[src/rtl/cpu_test_monitor.sv]
// End-of-test monitor: detects CPU halt (pc parked at END_PC) or a cycle timeout,
// then walks a programmable list of register/memory checks over a debug read port.
module cpu_test_monitor #(
  parameter int PC_WIDTH       = 32,
  parameter int DATA_WIDTH     = 32,
  parameter int ADDR_WIDTH     = 5,
  parameter int N_CHECKS       = 8,
  parameter int END_PC         = 20,
  parameter int HALT_CYCLES    = 4,
  parameter int TIMEOUT_CYCLES = 1000,
  localparam int IW = $clog2(N_CHECKS),
  localparam int CW = $clog2(N_CHECKS + 1)
) (
  input  logic                  clock,
  input  logic                  reset,
  input  logic                  start,
  input  logic [PC_WIDTH-1:0]   pc,
  input  logic                  cfg_we,
  input  logic [IW-1:0]         cfg_index,
  input  logic                  cfg_is_mem,
  input  logic [ADDR_WIDTH-1:0] cfg_addr,
  input  logic [DATA_WIDTH-1:0] cfg_expected,
  input  logic                  cfg_valid,
  output logic                  dbg_req,
  output logic                  dbg_is_mem,
  output logic [ADDR_WIDTH-1:0] dbg_addr,
  input  logic [DATA_WIDTH-1:0] dbg_rdata,
  output logic                  busy,
  output logic                  done,
  output logic                  pass,
  output logic                  timeout,
  output logic [CW-1:0]         mismatch_count,
  output logic [IW-1:0]         first_fail_index
);

  localparam int CCW = $clog2(TIMEOUT_CYCLES + 1);
  localparam int SCW = $clog2(HALT_CYCLES + 1);

  typedef enum logic [2:0] {IDLE, RUN, CHK_REQ, CHK_WAIT, DONE} state_t;

  state_t                state;
  logic [CCW-1:0]        cycle_cnt;
  logic [SCW-1:0]        stable_cnt;
  logic [IW-1:0]         idx;
  logic [IW-1:0]         nidx;
  logic                  pc_end;
  logic                  halt_now;
  logic                  last_idx;
  logic                  miss;
  logic                  cfg_open;

  logic [N_CHECKS-1:0]   ent_valid;
  logic [N_CHECKS-1:0]   ent_is_mem;
  logic [ADDR_WIDTH-1:0] ent_addr [N_CHECKS];
  logic [DATA_WIDTH-1:0] ent_exp  [N_CHECKS];

  // nidx is the entry the next CHK_REQ will present; the debug request is
  // registered one cycle early from it so dbg_req is high exactly in CHK_REQ.
  always_comb begin
    nidx     = (state == RUN) ? '0 : idx + IW'(1);
    pc_end   = (pc == PC_WIDTH'(END_PC));
    halt_now = pc_end && (stable_cnt == SCW'(HALT_CYCLES - 1));
    last_idx = (idx == IW'(N_CHECKS - 1));
    miss     = (dbg_rdata != ent_exp[idx]);
    cfg_open = (state == IDLE) || (state == DONE);
  end

  always_ff @(posedge clock) begin
    if (reset && cfg_we && cfg_open) begin
      ent_is_mem[cfg_index] <= cfg_is_mem;
      ent_addr[cfg_index]   <= cfg_addr;
      ent_exp[cfg_index]    <= cfg_expected;
    end
  end

  always_ff @(posedge clock) begin
    if (!reset) begin
      state            <= IDLE;
      ent_valid        <= '0;
      cycle_cnt        <= '0;
      stable_cnt       <= '0;
      idx              <= '0;
      dbg_req          <= 1'b0;
      dbg_is_mem       <= 1'b0;
      dbg_addr         <= '0;
      busy             <= 1'b0;
      done             <= 1'b0;
      pass             <= 1'b0;
      timeout          <= 1'b0;
      mismatch_count   <= '0;
      first_fail_index <= '0;
    end else begin
      case (state)
        IDLE, DONE: begin
          if (cfg_we) ent_valid[cfg_index] <= cfg_valid;
          if (start) begin
            state            <= RUN;
            busy             <= 1'b1;
            done             <= 1'b0;
            cycle_cnt        <= '0;
            stable_cnt       <= '0;
            mismatch_count   <= '0;
            first_fail_index <= '0;
            timeout          <= 1'b0;
            pass             <= 1'b0;
          end
        end
        RUN: begin
          cycle_cnt  <= cycle_cnt + CCW'(1);
          stable_cnt <= pc_end ? stable_cnt + SCW'(1) : '0;
          if (halt_now) begin
            state      <= CHK_REQ;
            idx        <= nidx;
            dbg_req    <= ent_valid[nidx];
            dbg_is_mem <= ent_is_mem[nidx];
            dbg_addr   <= ent_addr[nidx];
          end else if (cycle_cnt == CCW'(TIMEOUT_CYCLES - 1)) begin
            state   <= DONE;
            busy    <= 1'b0;
            done    <= 1'b1;
            timeout <= 1'b1;
            pass    <= 1'b0;
          end
        end
        CHK_REQ: begin
          if (ent_valid[idx]) begin
            state   <= CHK_WAIT;
            dbg_req <= 1'b0;
          end else if (last_idx) begin
            state <= DONE;
            busy  <= 1'b0;
            done  <= 1'b1;
            pass  <= (mismatch_count == '0);
          end else begin
            idx        <= nidx;
            dbg_req    <= ent_valid[nidx];
            dbg_is_mem <= ent_is_mem[nidx];
            dbg_addr   <= ent_addr[nidx];
          end
        end
        CHK_WAIT: begin
          if (miss) begin
            mismatch_count <= mismatch_count + CW'(1);
            if (mismatch_count == '0) first_fail_index <= idx;
          end
          if (last_idx) begin
            state <= DONE;
            busy  <= 1'b0;
            done  <= 1'b1;
            pass  <= !miss && (mismatch_count == '0);
          end else begin
            state      <= CHK_REQ;
            idx        <= nidx;
            dbg_req    <= ent_valid[nidx];
            dbg_is_mem <= ent_is_mem[nidx];
            dbg_addr   <= ent_addr[nidx];
          end
        end
        default: state <= IDLE;
      endcase
    end
  end

endmodule

[config.mk]
export PLATFORM = sky130hd
export DESIGN_NAME = cpu_test_monitor
export DESIGN_NICKNAME = d
export VERILOG_FILES = /design/src/rtl/cpu_test_monitor.sv
export SDC_FILE = /design/constraint.sdc
export NUM_CORES = 1
export LEC_CHECK = 0
export ABC_AREA = 1
export CORE_ASPECT_RATIO = 0.6
export CORE_MARGIN = 1.5
export CORE_UTILIZATION = 54
export CTS_CLUSTER_DIAMETER = 200
export DETAILED_ROUTE_END_ITERATION = 8
export PLACE_DENSITY_LB_ADDON = 0.12
export SETUP_SLACK_MARGIN = 0.1
export SYNTH_ARGS = -nofsm -noshare
export SYNTH_HDL_FRONTEND = slang
export SYNTH_SLANG_ARGS = --single-unit
[constraint.sdc]
create_clock -name clock -period 7.55 [get_ports clock]
set_input_delay 1.1325 -clock clock [delete_from_list [all_inputs] [get_ports clock]]
set_output_delay 1.1325 -clock clock [all_outputs]
set_load 0.05 [all_outputs]
# Word-level counts from Yosys, hierarchy flattened
# Memories as Yosys holds them, arrays and structs flattened. A register that Yosys moved wholly into a read port is not among the register bits.
# Cells that the tools add are included.
[classes]
n_mux = 66
n_eq_ne = 20
n_reduce_logical = 24
add_sub_neg = 4
magnitude_cmp = 4
[op_table]
columns = ["op", "n"]
rows = [
  ["$mux W3", 16],
  ["$eq A32 B5 Y1 const B", 1],
  ["$ne A32 B32 Y1", 1],
  ["$mux W1", 25],
  ["$pmux W10 S2", 1],
  ["$bwmux W8", 2],
  ["$ne A2 B2 Y1 const B", 8],
  ["$mux W5", 3],
  ["$pmux W5 S3", 1],
  ["$lt A3 B4 Y1 const B", 3],
  ["$pmux W1 S4", 3],
  ["$pmux W3 S2", 2],
  ["$pmux W3 S4", 1],
  ["$add A10 B1 Y10 const B", 1],
  ["$eq A10 B10 Y1 const B", 1],
  ["$mux W10", 1],
  ["$bmux W1 S3", 3],
  ["$eq A3 B2 Y1 const B", 3],
  ["$pmux W3 S3", 1],
  ["$reduce_and A3 Y1", 3],
  ["$mux W4", 2],
  ["$pmux W4 S2", 1],
  ["$reduce_and A4 Y1", 2],
  ["$reduce_and A7 Y1", 1],
  ["other kinds (22)", 32],
]
[totals]
inputBits = 110
ram_bits = 296
reg_bits = 53
n_memories = 2
word_cells = 135
[mem_list]
columns = ["memory", "words", "word_bits", "rd", "rd_clocked_by_memory_dff", "wr", "line", "text"]
rows = [
  ["ent_exp", 8, 32, 1, 1, 1, "55", "logic [DATA_WIDTH-1:0] ent_exp [N_CHECKS];"],
  ["ent_addr", 8, 5, 1, 0, 1, "54", "logic [ADDR_WIDTH-1:0] ent_addr [N_CHECKS];"],
]

# Depth between registers and ports, before layout
# Gate-level depths: netlist of run 1.
[depth]
word_depth = 7
depth_mapped = 20
mapped_depth_nobuf = 18

# Least setup slack after synthesis of run 1
# OpenSTA, ideal clock, no wires.
[synth_timing]
path_type = "input port to flip-flop"
startpoint = "input port reset"
endpoint = "memory ent_addr[2][0] (enable)"
n_path_buf = 2
arrival_ns = 3.417
required_time_ns = 7.116
cell_stages = 4
setup_time_ns = 0.434
setup_slack_ns = 3.699
cell_sequence = "clkbuf_1 -> clkinv_1 -> clkbuf_1 -> nor2_1"
[synth_via]
elab_chain_cells = 4
[synth_rtl]
columns = ["element", "line", "text"]
rows = [
  ["start: declaration", "15", "input logic reset,"],
  ["$logic_and A1 B1 Y1 (2 in series)", "69", "if (reset && cfg_we && cfg_open) begin"],
  ["$mux W1", "69", ""],
  ["$mux W1 (implied by the code)", "71", "ent_addr[cfg_index] <= cfg_addr;"],
  ["end: declaration", "54", ""],
]
# No other way between the ends.

# Worst setup path in the final report of run 1
[layout_timing]
startpoint = "input port reset"
endpoint = "memory ent_exp[2][19] (enable)"
[layout_via]
elab_chain_cells = 4
[layout_rtl]
columns = ["element", "line", "text"]
rows = [
  ["$logic_and A1 B1 Y1 (2 in series)", "69", ""],
  ["$mux W1", "69", ""],
  ["$mux W1 (implied by the code)", "72", "ent_exp[cfg_index] <= cfg_expected;"],
  ["end: declaration", "55", ""],
]
# No other way between the ends.

==> results.txt, run 1 <==
* Data required time of the critical path: 7.71 ns
- # resized after CTS: 0
* Period utilization: 0.5358
- The total area inside the core boundary comes to 0.02883 mm^2.
- Synthesis handed over a netlist of 1666 instances.
- A synthesized cell averages 9.533 um^2.
- The floorplan step set the die width to 224.4 um.
* Routed length per instance: 17.36 um
- The finished cells cover 0.01843 mm^2.
- Buffers added to address setup during post-CTS repair amount to 0.
- Of all nets on the critical path, the largest fanout is 26.
* Dpl ws: 2.959 ns
- TritonCTS clock tree: yes
* Area growth, synth to finish: 16.02%
* Startpoint of the worst hold path: first_fail_index[0]
- Register bit count reported by yosys: 352
* Fin cells: 2180
- Utilization of the core after routing: 0.6392
- Portion of the post-synthesis area used by sequential elements: 0.6353
* Setup crit start: reset
- Clock latency on the worst-skew pair, taken at its later pin, is 0.52 ns.
* Final-report hold violation count: 0
- Tightest Hold Check Type: flop to flop
- Actual slew at the worst max-slew pin: 0.9097 ns
- Endpoint class of the critical path: flop
- Clock root buffer master: sky130_fd_sc_hd__clkbuf_16
* Overflow left after global routing: 0
- Leaving out fill and tap cells, the most frequent cells in the layout are sky130_fd_sc_hd__nand2_1, sky130_fd_sc_hd__edfxtp_1, sky130_fd_sc_hd__inv_1.
- Result of the run: complete, no violations
* Number of global-route vias before repair: 10570
- Data on the critical path arrives at its endpoint at 4.20 ns.
- Weighted congestion at the end of routability-driven global placement: 0.8917
* Drt via density: 5.337
* Antenna diode instance count: 0
* Switching component of the power: 1.536 mW
- Area enclosed by the die boundary: 0.03048 mm^2
* Detailed-route wire length on metal 1: 17980 um
- For this design the ratio of total power to cell area is 267.8 mW/mm^2.
- The share of total power dissipated in combinational logic is 0.231.
- Total number of clock tree sinks: 352
* Overall fraction of global-route tracks in use: 0.2518
- After synthesis the cells add up to 0.01588 mm^2.
* Number of violations of the max-capacitance limit: 0
- The synthesized design contains 304 enable-type register cells.
- Entering global routing, the biggest net connects 76 pins.
- Worst hold path stage count: 2
* Placed instance count: 2121
- Post-route clock skew: 0.01291 ns
- Critical path launch point type: input port
- The final layout contains 1900 nets.
* Classification of the worst setup path: input port to flop
- Worst max-slew margin expressed relative to the limit: 0.3935
- Site row count: 48
- DPL Wire Length: 23210 um
- Port-buffer cells: 127
* Number of clock buffers inserted by TritonCTS: 35
- Total number of yosys warnings: 0
- Setup total negative slack on the finished layout was measured at 0 ns.
* Htree depth: 2
- Across all layers, the routed design uses 11630 vias.
- Library cells used by synthesis: 39
- The routed design uses 2627 um of met3 wire.
- In the synthesized netlist the dominant register cell turns out to be sky130_fd_sc_hd__edfxtp_1.
* Maximum ir drop on the vdd rail: 0.1673 mV
* Clock-pin transition on the worst setup and hold timing paths: 0.06 ns
- The worst path meets setup with 3.505 ns of slack.
- After the first detailed-routing iteration, the DRC count stood at 1137.
* Pint: 3.399 mW
* Leak: 7.382 nW
- Counting along the longest clock path gives a buffer depth of 3.
- Highest metal used: met4
- Cell area after placement: 0.01741 mm^2
- Leaving out fill and tap cells, the most frequent cell in the layout is sky130_fd_sc_hd__nand2_1.
- Derived from the worst setup path, the maximum achievable clock frequency is 247.2 MHz.
* Total Routed Length: 37840 um
- The pre-antenna-repair detailed-routing pass consisted of 5 iterations.
- Setup repair after global routing left no endpoint under its margin.
- Number of antenna violations at the first check in global routing: 0
* Depth of the worst register-to-register path: 17
* Portion of total power attributed to sequential cells: 0.445
- Post-cts hold buffer count: 0
* Wire length of the first global-routing pass: 58690 um
* Clock period minus worst slack: 4.045 ns
- During I/O placement, the number of pins put on the boundary was 128.
- Once detail routing completed, the nets flagged for antenna violations numbered 0.
* Mapped Nets: 1783
- Clock network power share: 0.324
- Of all flip-flops after synthesis, the portion carrying an async set or reset was 0.
- Of the cells placed in the final design, the portion with a size suffix greater than 1 is 0.04432.
- Number of max-slew violations in the final report: 0
* Routed length on met2: 16750 um
- Initial core utilization: 0.5509
* Setup-violating endpoint count in the final report: 0
* Switching share of total power: 0.3112
- For this run, design rule violations remaining after detail routing come to 0.
- Die span in y: 135.8 um
## kinds of logic after synthesis
kind of cell,after synthesis,share of synthesized area
xor gates and xnor gates,2,0.001103
buffers and inverters,292,0.07957
and+or+nand+nor,855,0.2224
adders and majority gates,7,0.005515
AOI/OAI and AO/OA,158,0.05609
DFF,352,0.6353
## through the flow
| stage | total power [mW] | hold slack (ns) |
|---|---|---|
| 6_report | 4.935 | 0.4637 |
| 5_1_grt | 5.170 | 0.4775 |
| 4_1_cts | 4.952 | 0.4624 |
| 3_5_place_dp | 3.363 | 0.4549 |
| 3_3_place_gp | 3.343 | 0.4545 |
| 2_1_floorplan | 3.038 | 0.4413 |
## metal layers
| layer | GRT usage | vias up |
|---|---|---|
| met5 | 0 | - |
| met4 | 0.04959 | 0 |
| met3 | 0.03782 | 43 |
| met2 | 0.3867 | 404 |
| met1 | 0.3840 | 5470 |
| li1 | - | 5717 |
## registers in the layout, summed over array words and instances, names as in the netlist, 3 cells and up, named ones only
| signal | count |
|---|---|
| first_fail_index | 3 |
| stable_cnt | 3 |
| dbg_addr | 5 |
| ent_is_mem | 8 |
| ent_valid | 8 |
| state | 3 |
| cycle_cnt | 10 |
| ent_addr | 40 |
| idx | 3 |
| ent_exp | 256 |
| mismatch_count | 4 |
## final cells by class
cell class                 count  area (um^2)
sequential                   352        10090
clock buffer                  49        958.4
fill                        2396        10400
inverter                     228        858.3
multi-input combinational   1022         4588
clock inverter                10        58.81
timing repair buffer         144         1399
tap                          375        469.2
## critical path: stages
cell                              delay [ns]
sky130_fd_sc_hd__clkdlybuf4s50_1        0.89
sky130_fd_sc_hd__clkinv_1               0.74
sky130_fd_sc_hd__buf_4                  0.47
sky130_fd_sc_hd__nor2_4                 0.42
sky130_fd_sc_hd__buf_4                  0.50
## worst paths after layout
| kind | to | slack (ns) |
|---|---|---|
| setup / recovery | ent_exp[2][19] | 3.50 |
| hold / removal | first_fail_index[0] | 0.46 |
| setup reg to reg | mismatch_count[0] | 3.91 |
| hold reg to reg | first_fail_index[0] | 0.46 |
## synthesized netlist by cell type, types with 9 or more instances
cell                       count  area share
sky130_fd_sc_hd__nand3b_1     13      0.0061
sky130_fd_sc_hd__o21ai_1       9      0.0028
sky130_fd_sc_hd__o21ai_0      82       0.026
sky130_fd_sc_hd__a21oi_1      29      0.0091
sky130_fd_sc_hd__clkbuf_1     14      0.0033
sky130_fd_sc_hd__nand4_1      13      0.0051
sky130_fd_sc_hd__nand2_1     432        0.10
sky130_fd_sc_hd__dfxtp_1      48       0.061
sky130_fd_sc_hd__inv_1       221       0.052
sky130_fd_sc_hd__a211oi_1      9      0.0043
sky130_fd_sc_hd__buf_2        24      0.0076
sky130_fd_sc_hd__nand3_1     159       0.050
sky130_fd_sc_hd__nor2_1      225       0.053
sky130_fd_sc_hd__buf_6        16       0.011
sky130_fd_sc_hd__edfxtp_1    304        0.57
## power groups by stage
stage / logic (mW) / clock network [mW] / registers (mW)
after CTS: 1.13 / 1.62 / 2.20
after floorplan: 0.772 / 0 / 2.27
after global placement: 1.10 / 0 / 2.24
final: 1.14 / 1.60 / 2.20
after detailed placement: 1.13 / 0 / 2.24
after global routing: 1.27 / 1.69 / 2.20
(Power assumes the default switching activity.)
==> run 2: changes to the inputs <==
- clock period: 7.55 -> 4.1 ns (I/O delays scaled with it)
==> run 2 against run 1 <==
Effect of this change:
- setup slack worse by 2.2 ns
- sequential cell count unchanged
- total power up 92%
- final area up 1.7%
- non-clock buffer count up 3
- clock skew down 0.00098 ns
==> results.txt, run 2 (synthesized netlist as in run 1, its figures left out) <==
- The tightest min-delay check is of the flop to flop type.
- At the pin with the least slew margin, the transition time is 0.9205 ns.
* Final Worst Setup Slack: 1.289 ns
- The register with the most flip-flops in the layout has 256 of them.
- DRT antenna net count: 0
- Once the clock tree was built, the setup fixing pass inserted 0 buffers.
* Site row count: 48
* Ratio of cells with drive above 1 in the final layout: 0.04967
- Of the total power, combinational logic draws 0.229.
* Registers with the most flip-flops: ent_exp x256, ent_addr x40, cycle_cnt x10
- Static timing analysis puts the maximum clock frequency at 355.7 MHz.
- Entering global routing, the biggest net connects 140 pins.
- Largest stage delay on the critical path: 0.71 ns
- At the placement stage, the worst setup path has a slack of 1.332 ns.
* Clock-pin transition on the worst setup and hold timing paths: 0.07 ns
* Drt via density: 5.324
- Cell internal power was estimated by the tool at 6.595 mW.
- TritonCTS clock tree: yes
- Power per cell area: 504.9 mW/mm^2
- Across all layers, the routed design uses 11650 vias.
- Maximum ir drop on the vdd rail: 0.3399 mV
* RSZ-0062 raised after global routing: no
- Overall fraction of global-route tracks in use: 0.2599
- Worst max-slew margin expressed relative to the limit: 0.3863
- Relative to the synthesized area, the layout overhead comes to 18.01%.
* # DRC: 0
- # resized after CTS: 0
* Setup-violating endpoint count in the final report: 0
* Total number of clock tree sinks: 352
- The final count of pins violating max slew came to 0.
- Chip Width: 224.4 um
* Post-Route Setup TNS: 0 ns
- Drt pass-1 iters: 6
* Routed length per instance: 17.78 um
* I/O Pins: 128
* Classification of the worst setup path: flop to flop
- The clock tree synthesis step divided the H-tree into 2 levels.
* Endpoint class of the critical path: flop
* Total Routed Length: 38900 um
* DPL Wire Length: 22910 um
- Clock network power share: 0.345
* Die span in y: 135.8 um
- Commonest non-fill, non-tap cell in the layout: sky130_fd_sc_hd__nand2_1
- Top delay family on crit path: simple AND/OR/NAND/NOR gates
* Max FO, Critical Path: 71
- Most frequent CP cell: sky130_fd_sc_hd__nand2_1
* Switching share of total power: 0.3030
- Number of antenna violations at the first check in global routing: 2
* Register with the most flip-flops: ent_exp
* Initial core utilization: 0.5509
- Top library cells by usage in the layout, fill and taps aside: sky130_fd_sc_hd__nand2_1, sky130_fd_sc_hd__edfxtp_1, sky130_fd_sc_hd__inv_1
- Area enclosed by the die boundary: 0.03048 mm^2
- Together, buffers and inverters on the worst path number 1.
* Wire length of the first global-routing pass: 60220 um
- Dividing the final minimum period by the clock period gives 0.6857.
- Clock period minus worst slack: 2.811 ns
- Ordered cell list for the critical path: buf_4 -> nand3_1 -> nand3_1 -> nand3_1 -> nand2_1 -> nand2_1 -> nor2_1 -> nand2_1 -> nor2_1 -> nand3_2 -> nand3_2 -> nand2_1 -> a21oi_1
- The later pin in the worst-skew pair is clocked with a latency of 0.52 ns.
- Data on the critical path is required at its endpoint by 4.55 ns.
- During placement, the flow inserted port buffers numbering 127.
* Portion of total power attributed to sequential cells: 0.426
- Clock skew on the completed layout was measured at 0.01193 ns.
- The tree is rooted in a sky130_fd_sc_hd__clkbuf_16.
- Violation count after the first detailed-route iteration: 1217
* Number of global-route vias before repair: 10930
- In this run, post-CTS hold repair placed 0 buffers.
* Final-report hold violation count: 0
- In this run the static leakage power is 7.516 nW.
* Switching component of the power: 2.867 mW
* Critical Path AT: 3.27 ns
* Result of the run: complete, no violations
- Number of violations of the max-capacitance limit: 0
- Counting along the longest clock path gives a buffer depth of 3.
- Library cell contributing the largest single delay on the critical path: sky130_fd_sc_hd__buf_4
* Net count, final: 1903
- TritonCTS created 35 clock buffers.
* Overflow left after global routing: 0
- At the end of routability-driven placement, the weighted congestion stood at 0.8444.
- Core outline area: 0.02883 mm^2
- Critical path launch point type: flop
* Hold WS: 0.4698 ns
==> run 2: cell count changes in the layout (fill, tap and decap cells not counted), moves of 2 or more <==
| cell | previous run | this run |
|---|---|---|
| sky130_fd_sc_hd__clkinv_2 | 4 | 6 |
| sky130_fd_sc_hd__buf_4 | 17 | 9 |
| sky130_fd_sc_hd__clkbuf_16 | 35 | 38 |
| sky130_fd_sc_hd__buf_12 | 0 | 11 |
| sky130_fd_sc_hd__bufinv_16 | 0 | 3 |
| sky130_fd_sc_hd__clkbuf_1 | 11 | 7 |
==> run 2: metrics by stage <==
step / util / total power [mW] / std cells / instance area (um^2)
after detailed placement: 0.6095 / 6.235 / 2124 / 17570
after CTS: 0.6500 / 9.493 / 2187 / 18740
after global placement: 0.6095 / 6.197 / 2124 / 17570
final: 0.6501 / 9.462 / 2188 / 18740
after floorplan: - / 5.594 / 1666 / 15880
after global routing: 0.6501 / 9.912 / 2188 / 18740
==> run 2: tightest hold or removal path, stage by stage, from the launching register on <==
cell and delay (ns):
sky130_fd_sc_hd__dfxtp_1 0.31, sky130_fd_sc_hd__nand2_1 0.06, sky130_fd_sc_hd__a21oi_1 0.06
==> run 2: layout make-up <==
| cell class | count | area, um^2 |
|---|---|---|
| clock buffer | 49 | 1023 |
| tap | 375 | 469.2 |
| clock inverter | 14 | 146.4 |
| sequential | 352 | 10090 |
| antenna | 1 | 2.502 |
| multi-input combinational | 1022 | 4588 |
| fill | 2303 | 10090 |
| timing repair buffer | 147 | 1559 |
| inverter | 228 | 858.3 |
==> run 2: metal layers <==
layer | vias to the layer above | part of all wire | track usage
li1 | 5733 | - | -
met1 | 5387 | 0.45 | 0.3793
met4 | 2 | 0.021 | 0.07606
met5 | - | 0.00033 | 0
met2 | 460 | 0.44 | 0.3987
met3 | 66 | 0.084 | 0.04992
==> run 2: path summary, 6_finish.rpt <==
check	startpoint	endpoint	slack, ns	depth (start not counted)
max	flop	mismatch_count[1]	1.29	13
max reg2reg	flop	mismatch_count[1]	1.29	13
min	first_fail_index[0]	first_fail_index[0]	0.47	2
min reg2reg	first_fail_index[0]	first_fail_index[0]	0.47	2
==> run 2: power by group through the flow <==
| stage | registers [mW] | clock network (mW) | logic, mW |
|---|---|---|---|
| 6_report | 4.03 | 3.27 | 2.17 |
| 5_1_grt | 4.03 | 3.46 | 2.42 |
| 4_1_cts | 4.03 | 3.31 | 2.15 |
| 3_5_place_dp | 4.10 | 0 | 2.13 |
| 3_3_place_gp | 4.10 | 0 | 2.09 |
| 2_1_floorplan | 4.17 | 0 | 1.42 |
==> run 3: changes to the inputs <==
- CORE_UTILIZATION: 54 -> 53
- clock period: 4.1 -> 2.25 ns (I/O delays scaled with it)
==> run 3 against run 2 <==
Effect of this change:
- the run now ends with negative setup slack left
- via count increased by 5.4%
- fmax up 20%
- critical path depth up 3
- clock power up 69%
- critical path type unchanged
- critical endpoint is now first_fail_index[1]
- die area grew 1.9%
- sequential share of layout area shrank 4.3 points
- sequential power increased by 82%
- largest power group unchanged
- worst hold slack got worse by 0.0092 ns
- global-route usage grew 2.2 points
- final area is 8.6% higher
- register-to-register slack got worse by 1.4 ns
- total power grew 93%
==> results.txt, run 3 (synthesized netlist as in run 1, its figures left out) <==
- Clock latency on the worst-skew pair: 0.53 ns
- The worst register-to-register path has a setup slack of -0.1 ns.
- Antenna diode instance count: 0
- The die covers 0.03105 mm^2.
- Overflow left after global routing: 0
- Critical Path AT: 2.78 ns
- For this block, the routed nets add up to 43770 um of wire.
* End of the worst register-to-register path: first_fail_index[1]
- Commonest non-fill, non-tap cell in the layout: sky130_fd_sc_hd__nand2_1
- The worst pin sits at a relative slew slack of 0.6521.
* Number of violations of the max-capacitance limit: 0
* Die span in y: 137.1 um
- Clock-pin transition on the worst setup and hold timing paths: 0.06 ns
* DRT antenna net count: 0
* Setup-violating endpoint count in the final report: 8
* Top library cells by usage in the layout, fill and taps aside: sky130_fd_sc_hd__nand2_1, sky130_fd_sc_hd__edfxtp_1, sky130_fd_sc_hd__inv_1
* Period utilization: 1.042
- In the global route stage, overall resource usage came out at 0.2817.
- The die is 226.5 um wide.
- Leak: 8.179 nW
- Number of max-slew violations in the final report: 0
- The layout has 2168 filler cells.
* Number of clock buffers inserted by TritonCTS: 35
- The initial utilization of the core area, before any placement, comes to 0.5452.
- The H-tree was split into 2 levels.
- Fmax: 426.3 MHz
- Site row count: 48
* Pin count of the biggest net entering global routing: 34
- STA classifies the critical path endpoint as a flop.
- Clock Tree Buf Depth: 3
- Overall via count from detail_route: 12280
- The number of cells on the worst reg-to-reg path is 16.
* DPL Wire Length: 25970 um
- At the placement stage, the worst setup path has a slack of -0.1245 ns.
* Weighted congestion at the end of routability-driven global placement: 0.9211
* Worst hold path stage count: 2
- The checks that failed: negative setup slack.
* TritonCTS clock tree: yes
- Startpoint of the worst hold path: busy
* Drt pass-1 iters: 6
- Drt via density: 5.385
- Critical path launch point type: flop
- Post-route clock skew: 0.03252 ns
- Data required time of the critical path: 2.68 ns
- Overall power after layout: 18.30 mW
- Classification of the worst setup path: flop to flop
- For hold timing, the worst endpoint is busy.
- Register with the most flip-flops: ent_exp
- Number of antenna violations at the first check in global routing: 0
- Actual slew at the worst max-slew pin: 0.5203 ns
- The number of global-route vias before repair came to 11580.
- Port-buffer cells: 127
- RSZ-0062 raised after global routing: yes
* Maximum ir drop on the vdd rail: 0.4979 mV
- Violation count after the first detailed-route iteration: 1135
* Clock root buffer master: sky130_fd_sc_hd__clkbuf_16
- The largest registers in the layout are ent_exp x256, ent_addr x40, cycle_cnt x10.
* Routed length per instance: 19.20 um
- Power per cell area: 898.7 mW/mm^2
- The count of final hold-check violations is 0.
* Area growth, synth to finish: 28.21%
- Utilization of the core after routing: 0.6991
- Ratio of cells with drive above 1 in the final layout: 0.1415
- The register with the most flip-flops in the layout has 256 of them.
- Net count, final: 1972
- In this run the count of I/O pins placed on the die edge is 128.
- For this run, design rule violations remaining after detail routing come to 0.
* Tightest Hold Check Type: flop to flop
- After layout, the minimum clock period comes to 2.346 ns.
- Of all nets on the critical path, the largest fanout is 11.
- Core outline area: 0.02913 mm^2
- Total number of clock tree sinks: 352
- Across all setup checks in the final design, the least slack found is -0.09554 ns.
- The first global-routing pass estimated 65120 um of wire.
- Result of the run: finished, violations left
-- run 3: changes by cell type in the layout (fill, tap and decap cells not counted), moves of 13 or more --
cell	before	now
sky130_fd_sc_hd__buf_12	11	39
sky130_fd_sc_hd__buf_4	9	29
sky130_fd_sc_hd__nand2_1	432	394
sky130_fd_sc_hd__nand2_2	1	36
sky130_fd_sc_hd__nand3_1	159	119
sky130_fd_sc_hd__nand3_2	3	39
sky130_fd_sc_hd__nor2_1	217	195
sky130_fd_sc_hd__nor2_2	0	19
sky130_fd_sc_hd__o21ai_0	82	67
sky130_fd_sc_hd__o21ai_1	9	22
-- run 3: worst max-delay path by stage --
stage	end	startpoint	cells past startpoint
2_1_floorplan	ent_addr[0][0]	reset	4
3_3_place_gp	flop	pc[7]	12
3_5_place_dp	pass	pc[9]	13
4_1_cts	mismatch_count[3]	flop	16
5_1_grt	mismatch_count[1]	flop	16
6_report	first_fail_index[1]	flop	16
-- run 3: area by class of cell --
type / instances / area [um^2] / share of cell area
flip-flops and latches: 352 / 10100 / 0.4958
multi-input cells: 1022 / 5037 / 0.2474
repair buffers: 215 / 2789 / 0.1370
clock buffers: 40 / 894.6 / 0.04394
inverters: 228 / 879.6 / 0.04320
well taps: 400 / 500.5 / 0.02458
clock inverters: 22 / 158.9 / 0.007804
repair inverters: 1 / 6.256 / 0.0003072
-- run 3: worst max-delay path, stage by stage, from the launching register on --
cell,delay [ns]
sky130_fd_sc_hd__dfxtp_4,0.37
sky130_fd_sc_hd__buf_12,0.19
sky130_fd_sc_hd__inv_16,0.07
sky130_fd_sc_hd__bufbuf_16,0.28
sky130_fd_sc_hd__nand2_1,0.05
sky130_fd_sc_hd__nand3_1,0.06
sky130_fd_sc_hd__nand3_1,0.13
sky130_fd_sc_hd__nand2_1,0.08
sky130_fd_sc_hd__nand2_2,0.11
sky130_fd_sc_hd__nand3_1,0.08
sky130_fd_sc_hd__nor2_1,0.11
sky130_fd_sc_hd__nand3_1,0.11
sky130_fd_sc_hd__nor2_2,0.14
sky130_fd_sc_hd__nand3_4,0.15
sky130_fd_sc_hd__nand3_4,0.11
sky130_fd_sc_hd__nand2_2,0.07
sky130_fd_sc_hd__a21oi_2,0.13
-- run 3: where the power goes --
part           total [mW]  switching, mW  internal [mW]
sequential           7.35         0.0985           7.25
clock                5.52           2.43           3.09
combinational        5.43           3.26           2.17
-- run 3: what timing repair did --
| action | 4_1_cts | 5_1_grt |
|---|---|---|
| pin swaps | 13 | 28 |
| setup endpoints to repair | 8 | 23 |
| hold buffers | 0 | 0 |
| resized for setup | 62 | 98 |
| cloned | 11 | 6 |
| buffers inserted | 8 | 7 |
-- run 3: per-layer routing --
metal  vias up  global-route usage  wire, um  share of wire
met2       592              0.4267     19170           0.44
met1      5726              0.4118     19110           0.44
met4         0             0.08000       957          0.022
met3        76             0.05947      4530           0.10
li1       5883                   -         -              -
met5         -                   0         0              0
-- run 3: through the flow --
step | TNS [ns] | instance area, um^2 | cells | hold slack (ns)
2_1_floorplan | -80.10 | 15900 | 1666 | 0.4364
3_3_place_gp | -0.4327 | 18150 | 2186 | 0.4526
3_5_place_dp | -1.714 | 18150 | 2186 | 0.4535
4_1_cts | -0.008357 | 19800 | 2267 | 0.4626
5_1_grt | -1.812 | 20360 | 2280 | 0.4806
6_report | -0.6593 | 20360 | 2280 | 0.4605
